**config.mk**
```make
export PLATFORM = sky130hd
export DESIGN_NAME = parity_link_scheduler
export DESIGN_NICKNAME = d
export VERILOG_FILES = /design/src/rtl/parity_pkg.sv /design/src/rtl/parity_frame_codec.sv /design/src/rtl/parity_link_scheduler.sv
export SDC_FILE = /design/constraint.sdc
export NUM_CORES = 1
export LEC_CHECK = 0
export ABC_AREA = 1
export CAP_MARGIN = 10
export CORE_ASPECT_RATIO = 0.9
export CORE_UTILIZATION = 40
export DETAILED_ROUTE_END_ITERATION = 8
export PLACE_DENSITY_LB_ADDON = 0.05
export REMOVE_ABC_BUFFERS = 1
export SETUP_SLACK_MARGIN = 0.5
export SKIP_CTS_REPAIR_TIMING = 1
export SYNTH_ARGS = -nofsm -noshare
export SYNTH_HDL_FRONTEND = slang
export SYNTH_SLANG_ARGS = --single-unit
```
**constraint.sdc**
```tcl
create_clock -name clk -period 1.8 [get_ports clk]
set_clock_uncertainty 0.15 [all_clocks]
set_input_delay 0.27 -clock clk [delete_from_list [all_inputs] [get_ports clk]]
set_output_delay 0.27 -clock clk [all_outputs]
set_load 0.005 [all_outputs]
```
**src/rtl/parity_pkg.sv**
```systemverilog
// Shared types, widths and parity helpers for the parity link scheduler.
package parity_pkg;

    localparam int DATA_W  = 4;
    localparam int FRAME_W = 5;

    // Noise positions at or above this value leave the frame untouched.
    localparam logic [2:0] NOISE_NONE = 3'd5;

    typedef enum logic [1:0] {
        ST_IDLE  = 2'd0,
        ST_TX    = 2'd1,
        ST_CHECK = 2'd2,
        ST_ACK   = 2'd3
    } state_t;

    // Parity bit that makes the total number of ones even (odd_sel=0) or odd (odd_sel=1).
    function automatic logic calc_parity(input logic [DATA_W-1:0] data, input logic odd_sel);
        return (^data) ^ odd_sel;
    endfunction

    // Returns 1 when the frame does not have the parity selected by odd_sel.
    function automatic logic frame_fails(input logic [FRAME_W-1:0] frame, input logic odd_sel);
        return (^frame) ^ odd_sel;
    endfunction

endpackage

```
**src/rtl/parity_frame_codec.sv**
```systemverilog
// Combinational frame encoder with optional single-bit corruption, plus the receive-side check.
module parity_frame_codec
    import parity_pkg::*;
(
    input  logic [DATA_W-1:0]  i_data,
    input  logic               i_odd_sel,
    input  logic               i_noise_en,
    input  logic [2:0]         i_noise_pos,
    input  logic [FRAME_W-1:0] i_rx_frame,
    output logic [FRAME_W-1:0] o_tx_frame,
    output logic               o_check_fail
);

    logic [FRAME_W-1:0] w_flip_mask;

    // Build the flip mask; bit 0 is the parity bit, bits 1..4 carry the payload.
    always_comb begin
        // NOTE: every always_comb output gets a default first so no path leaves it unassigned (no latch).
        w_flip_mask = '0;
        if (i_noise_en && (i_noise_pos < NOISE_NONE)) begin
            w_flip_mask = FRAME_W'(1) << i_noise_pos;
        end
    end

    assign o_tx_frame   = {i_data, calc_parity(i_data, i_odd_sel)} ^ w_flip_mask;
    assign o_check_fail = frame_fails(i_rx_frame, i_odd_sel);

endmodule

```
**src/rtl/parity_link_scheduler.sv**
```systemverilog
// Round-robin scheduler sharing one parity encode/noise/check datapath between two requesters.
module parity_link_scheduler
    import parity_pkg::*;
#(
    parameter int MAX_RETRY = 2,
    parameter int CNT_W     = 8
) (
    input  logic               clk,
    input  logic               rst,
    input  logic [1:0]         req,
    input  logic [DATA_W-1:0]  data0,
    input  logic [DATA_W-1:0]  data1,
    input  logic               odd_sel,
    input  logic               noise_en,
    input  logic [2:0]         noise_pos,
    output logic [1:0]         grant,
    output logic [FRAME_W-1:0] frame_out,
    output logic               frame_valid,
    output logic [1:0]         ack,
    output logic               ack_ok,
    output logic               err_detected,
    output logic [1:0]         retry_cnt,
    output logic [CNT_W-1:0]   err_count,
    output logic               busy
);

    localparam logic [1:0] RETRY_LIMIT = 2'(MAX_RETRY);

    state_t             r_state;
    state_t             w_next_state;
    logic               r_owner;
    logic               r_last;
    logic [DATA_W-1:0]  r_data;
    logic               r_odd;
    logic [FRAME_W-1:0] r_frame;
    logic [1:0]         r_retry;
    logic [1:0]         r_grant;
    logic               r_ack_ok;
    logic [CNT_W-1:0]   r_err_count;

    logic               w_pick;
    logic [FRAME_W-1:0] w_tx_frame;
    logic               w_check_fail;
    logic               w_can_retry;

    // A lone request wins; on a tie the requester that was not served last wins.
    assign w_pick      = (req == 2'b10) ? 1'b1 : (req == 2'b01) ? 1'b0 : ~r_last;
    assign w_can_retry = (r_retry < RETRY_LIMIT);

    parity_frame_codec u_codec (
        .i_data       (r_data),
        .i_odd_sel    (r_odd),
        .i_noise_en   (noise_en),
        .i_noise_pos  (noise_pos),
        .i_rx_frame   (r_frame),
        .o_tx_frame   (w_tx_frame),
        .o_check_fail (w_check_fail)
    );

    // State register.
    always_ff @(posedge clk or posedge rst) begin
        if (rst) begin
            r_state <= ST_IDLE;
        end else begin
            // NOTE: sequential state uses non-blocking assignments so every flop samples pre-edge values.
            r_state <= w_next_state;
        end
    end

    // Next-state decode and state-derived outputs.
    always_comb begin
        w_next_state = r_state;
        frame_valid  = 1'b0;
        frame_out    = r_frame;
        err_detected = 1'b0;
        ack          = 2'b00;
        ack_ok       = 1'b0;
        unique case (r_state)
            ST_IDLE: begin
                if (req != 2'b00) w_next_state = ST_TX;
            end
            ST_TX: begin
                frame_valid  = 1'b1;
                frame_out    = w_tx_frame;
                w_next_state = ST_CHECK;
            end
            ST_CHECK: begin
                err_detected = w_check_fail;
                w_next_state = (w_check_fail && w_can_retry) ? ST_TX : ST_ACK;
            end
            ST_ACK: begin
                ack          = r_owner ? 2'b10 : 2'b01;
                ack_ok       = r_ack_ok;
                w_next_state = ST_IDLE;
            end
            default: w_next_state = ST_IDLE;
        endcase
    end

    // Transaction datapath: grant latch, frame capture, retry and error bookkeeping.
    always_ff @(posedge clk or posedge rst) begin
        if (rst) begin
            r_owner     <= 1'b0;
            r_last      <= 1'b1;
            r_data      <= '0;
            r_odd       <= 1'b0;
            r_frame     <= '0;
            r_retry     <= '0;
            r_grant     <= '0;
            r_ack_ok    <= 1'b0;
            r_err_count <= '0;
        end else begin
            unique case (r_state)
                ST_IDLE: begin
                    if (req != 2'b00) begin
                        r_owner <= w_pick;
                        r_grant <= w_pick ? 2'b10 : 2'b01;
                        r_data  <= w_pick ? data1 : data0;
                        r_odd   <= odd_sel;
                        r_retry <= '0;
                    end
                end
                ST_TX: begin
                    r_frame <= w_tx_frame;
                end
                ST_CHECK: begin
                    r_ack_ok <= ~w_check_fail;
                    if (w_check_fail) begin
                        if (r_err_count != {CNT_W{1'b1}}) r_err_count <= r_err_count + CNT_W'(1);
                        if (w_can_retry) r_retry <= r_retry + 2'd1;
                    end
                end
                ST_ACK: begin
                    r_last  <= r_owner;
                    r_grant <= '0;
                end
                default: ;
            endcase
        end
    end

    assign grant     = r_grant;
    assign retry_cnt = r_retry;
    assign err_count = r_err_count;
    assign busy      = (r_state != ST_IDLE);

endmodule

```
# Word level (Yosys, flattened, before mapping)
# Cells that the tools add are included.
[totals] register_bits=27 input_bits=17 out_inout_bits=23
[classes] n_addsub=2 order_cmp=2 eq_ne=9 n_shift=1 mux=20 n_bitwise=5 n_reduce_logical=13
[op_table] operator="two-way mux 2 bit" count=9
[op_table] operator="two-way mux 5 bit" count=2
[op_table] operator="adder 8 x 1 -> 8 bit, second input constant" count=1
[op_table] operator="inequality test 8 bit, second input constant" count=1
[op_table] operator="one-hot mux 2 bit (2 select lines)" count=2
[op_table] operator="one-hot mux 2 bit (4 select lines)" count=1
[op_table] operator="nonzero test 2 bit" count=4
[op_table] operator="equality test 2 bit, second input constant" count=3
[op_table] operator="inequality test 2 bit, second input constant" count=3
[op_table] operator="two-way mux 1 bit" count=5
[op_table] operator="parity 5 bit" count=1
[op_table] operator="left shift 1 x 3 -> 5 bit, first input constant" count=1
[op_table] operator="bitwise XOR 5 bit" count=1
[op_table] operator="equality test 2 x 1 -> 1 bit, second input constant" count=2
[op_table] operator="two-way mux 4 bit" count=1
[op_table] operator="AND reduction 2 bit" count=2
[op_table] operator="AND reduction 4 bit" count=1
[op_table] operator="parity 4 bit" count=1
[op_table] operator="< comparator 3 bit, second input constant" count=1
[op_table] operator="AND reduction 3 bit" count=1
[op_table] operator="adder 2 x 1 -> 2 bit, second input constant" count=1
[op_table] operator="logical AND 1 bit" count=2
[op_table] operator="logical NOT 2 bit" count=1
[op_table] operator="< comparator 2 bit, second input constant" count=1
[op_table] operator="2 further kinds" count=4

# Depth between registers and ports, before layout
[logic_depth] depth_word=6 mapped_depth=12 ltp_nobuf=12

# Hierarchy
# Synthesis repeated with hierarchy kept, for this count alone.
[unflattened] cells_unflattened=217 area_unflattened_um2=1565.3
[by_module_without_submodules] module="parity_link_scheduler" n_inst=1 cells_per_inst=162 area_each_um2=1300.0 seq_area_each_um2=676.9
[by_module_without_submodules] module="parity_frame_codec" n_inst=1 cells_per_inst=55 area_each_um2=265.3 seq_area_each_um2=0.0

# Worst setup path after synthesis
# OpenSTA, ideal clock, no wires.
[synth_path] kind="register to register" from="register r_err_count[0] (netlist: err_count[0])" to="register r_err_count[0] (netlist: err_count[0])" setup_time_ps=122 arrival_ps=1249 t_required_ps=1528 path_slack_ps=279 path_stages_with_launch=7 synth_period_minus_slack_ps=1521 cell_sequence="dfrtp_1 > ha_1 > nand2_1 > nor2_2 > a21oi_4 > nand2_8 > xor2_2"
[synth_via] elab_chain_len=2
[synth_rtl] element="start: declaration" line_no="parity_link_scheduler.sv:39" text="logic [CNT_W-1:0] r_err_count;"
[synth_rtl] element="start signal: assignment" line_no="parity_link_scheduler.sv:129" text="if (r_err_count != {CNT_W{1'b1}}) r_err_count <= r_err_count + CNT_W'(1);"
[synth_rtl] element="parallel branches: the longest is 2 deep, another holds adder 8 x 1 -> 8 bit"
# Several ways; the timed one is not identified.
# A chain may end at the register's enable or synchronous reset.

# Worst setup path after layout
[layout_path] from="register r_odd" to="output frame_out[0]"
[layout_via] elab_chain_len=3
[layout_rtl] element="start: declaration" line_no="parity_link_scheduler.sv:34" text="logic r_odd;"
[layout_rtl] element="start signal: assignment" line_no="parity_link_scheduler.sv:119" text="r_odd <= odd_sel;"
[layout_rtl] element="bitwise XOR 1 bit" line_no="parity_pkg.sv:19" text="return (^data) ^ odd_sel;"
[layout_rtl] element="bitwise XOR 5 bit" line_no="parity_frame_codec.sv:25" text="assign o_tx_frame = {i_data, calc_parity(i_data, i_odd_sel)} ^ w_flip_mask;"
[layout_rtl] element="two-way mux 5 bit" line_no="parity_link_scheduler.sv:78" text="unique case (r_state)"
[layout_rtl] element="end: declaration" line_no="parity_link_scheduler.sv:17" text="output logic [FRAME_W-1:0] frame_out,"
# No other way between the ends.

==> flow_summary.json <==
{
  "cts_buffers": 3,
  "final_antenna_net_count": 0,
  "yosys.area.top_type": "dfrtp_1",
  "dr.pass1.iters": 4,
  "yosys.area_share.simple_pct": 30.1,
  "die_y_um": 61.0,
  "dieArea_um2": 4120,
  "viasPerCell": 4.67,
  "path_clk_slew_ps": 90,
  "synthMuxAreaShare_pct": 0,
  "io_buffers": 39,
  "synth_fa_ha_area_share_pct": 0.810,
  "io_pins": 40,
  "htree_levels": 1,
  "ys.warnings.count": 0,
  "slew_headroom_pct": 75.9,
  "start_util_pct": 41.7,
  "ys_types": 27,
  "status": "complete, but fails checks",
  "final_nets": 310,
  "vias": 1575,
  "synth_area_leaders": "dfrtp_1, nand2_1, nand3_1",
  "r2r-start": "r_frame[2]",
  "finalSetupViolCount": 1,
  "hp-class": "input port to asynchronous set/reset pin",
  "layout.cells.non_filler": 337,
  "period_share_pct": 105,
  "critPathRequiredTime_ps": 1380,
  "wl_um": 4110,
  "cts_tree": "yes",
  "setup_slack_ps": -85.1,
  "dpl.hpwl_um": 2700,
  "powerDensity_nw_per_um2": 1770,
  "coreArea_um2": 3700,
  "critPathLaunchType": "flip-flop",
  "post-route-drc-count": 0,
  "grt_overflow_total": 0,
  "worstPathArrival_ps": 1470,
  "synth.cell_area_um2": 1550,
  "cts-root-buf": "clkbuf_8",
  "slew_viol_final": 0,
  "hold_viol": 0,
  "ir_worst_vdd_mv": 1.02,
  "post-route-util_pct": 74.6,
  "ys_seq_area_share_pct": 43.8,
  "critical_path_class": "flip-flop to output pin",
  "grt_pass1_wl_um": 5640,
  "syn_avg_cell_area_um2": 7.80,
  "max_freq_mhz": 530,
  "drt_iter0_markers": 40,
  "grt_start_max_net_pins": 21,
  "n_antenna_cell": 0,
  "antenna_found_initial": 0,
  "drive_above_1_share_pct": 51.9,
  "syn_to_final_growth_pct": 78.8,
  "clock_sinks": 27,
  "holdWs_ps": 106,
  "routedWlPerCell_um": 12.2,
  "tightest_slew_ps": 361,
  "dp_slack_ps": -557,
  "violations": "negative setup slack",
  "netlist.area_leader.share_pct": 42.1,
  "synth-compound-area-share_pct": 8.74,
  "maxCapViolCount": 0,
  "clock_latency_ps": 270,
  "first_global_vias": 1298,
  "synth_top_family_by_area": "simple AND/OR/NAND/NOR gates",
  "synth-seq-cells": 27,
  "leakagePower_uw": 0.00146,
  "synth_xor_area_share_pct": 9.55,
  "fillCellCount": 274,
  "dp_cells": 307,
  "track_usage_pct": 18.3,
  "fin_crit_ps": 1890,
  "reg2reg_depth": 11,
  "synth_cells": 198,
  "die_w_um": 67.5,
  "num_rows": 21,
  "crit_path_end_kind": "output pin",
  "rsz0062_at_grt": "true",
  "gp_congestion": 0.767,
  "r2r_slack_ps": 180,
  "setup-tns-final_ps": -85.1,
  "cp_max_fo": 3,
  "r2r_end": "err_count[0]",
  "clk_path_buf_depth": 2
}
area by class of cell:
class                      count  area, um2  share of cell area (%)
timing repair buffer          88        796                    28.8
sequential                    27        683                    24.7
inverter                      28        128                    4.62
clock buffer                   3       41.3                    1.49
tap                           46       57.6                    2.08
clock inverter                 1       5.00                   0.181
multi-input combinational    144       1050                    38.1
sequential cells by signal, summed over array words and instances, names as in the netlist:
name,flops
r_last,1
retry_cnt,2
r_odd,1
r_state,2
grant,2
r_ack_ok,1
r_owner,1
r_data,4
err_count,8
r_frame,5
kinds of logic after synthesis:
family,after synthesis
fa+ha+maj,1
simple gates,104
flops,27
xor+xnor,16
compound gates,22
buf+inv,28
cell usage in the layout (no fill, tap or decap), types with 9 or more instances in the layout:
cell,count
clkdlybuf4s50_1,10
clkbuf_2,9
nand2_4,10
buf_6,16
nand2_1,39
xor2_1,10
inv_1,15
nand3_1,11
buf_4,33
dfrtp_1,21
dlymetal6s2s_1,11
nand2_2,12
synthesized netlist by cell type (all sizes together):
library cell / count
nor3b: 1
dfrtp: 26
a31o: 1
nor2: 18
nor3: 1
a21oi: 6
nand3: 19
dfstp: 1
o21ai: 13
nand4: 1
o31ai: 1
xor2: 11
inv: 28
a22o: 1
ha: 1
nand2: 64
xnor2: 5
per-stage QoR:
stage	cell area (um2)	power (uW)
after floorplan	1550	2280
after global placement	2190	3370
after detailed placement	2190	3400
final	2760	4900
after global routing	2760	5260
after CTS	2230	3750
worst max path at each step:
stage | start | endpoint | cells past startpoint
6_report | r_odd | frame_out[0] | 6
5_1_grt | r_data[1] | frame_out[0] | 6
4_1_cts | noise_pos[0] | frame_out[1] | 8
3_5_place_dp | noise_pos[0] | frame_out[1] | 8
3_3_place_gp | noise_pos[1] | frame_out[0] | 8
2_1_floorplan | err_count[0] | err_count[0] | 6
where the power goes:
part	total [uW]	internal (uW)	switching, uW	leakage (uW)
combinational	3480	1710	1770	0.00110
clock	342	155	187	0.0000255
sequential	1080	867	212	0.000334
total	4900	2730	2170	0.00146
critical path, cell delays in order (launching register included):
cell	delay, ps
dfrtp_1	420
xor2_1	180
xnor2_1	200
xnor2_1	150
nand2_1	80
nand2_2	60
clkbuf_2	100
layer usage:
layer	routed length (um)	GRT usage, %	vias up
li1	-	-	810
met1	1950	27.0	732
met3	148	4.51	2
met2	1990	27.6	31
met5	0	0	-
met4	22	2.74	0
(Power assumes the default switching activity.)
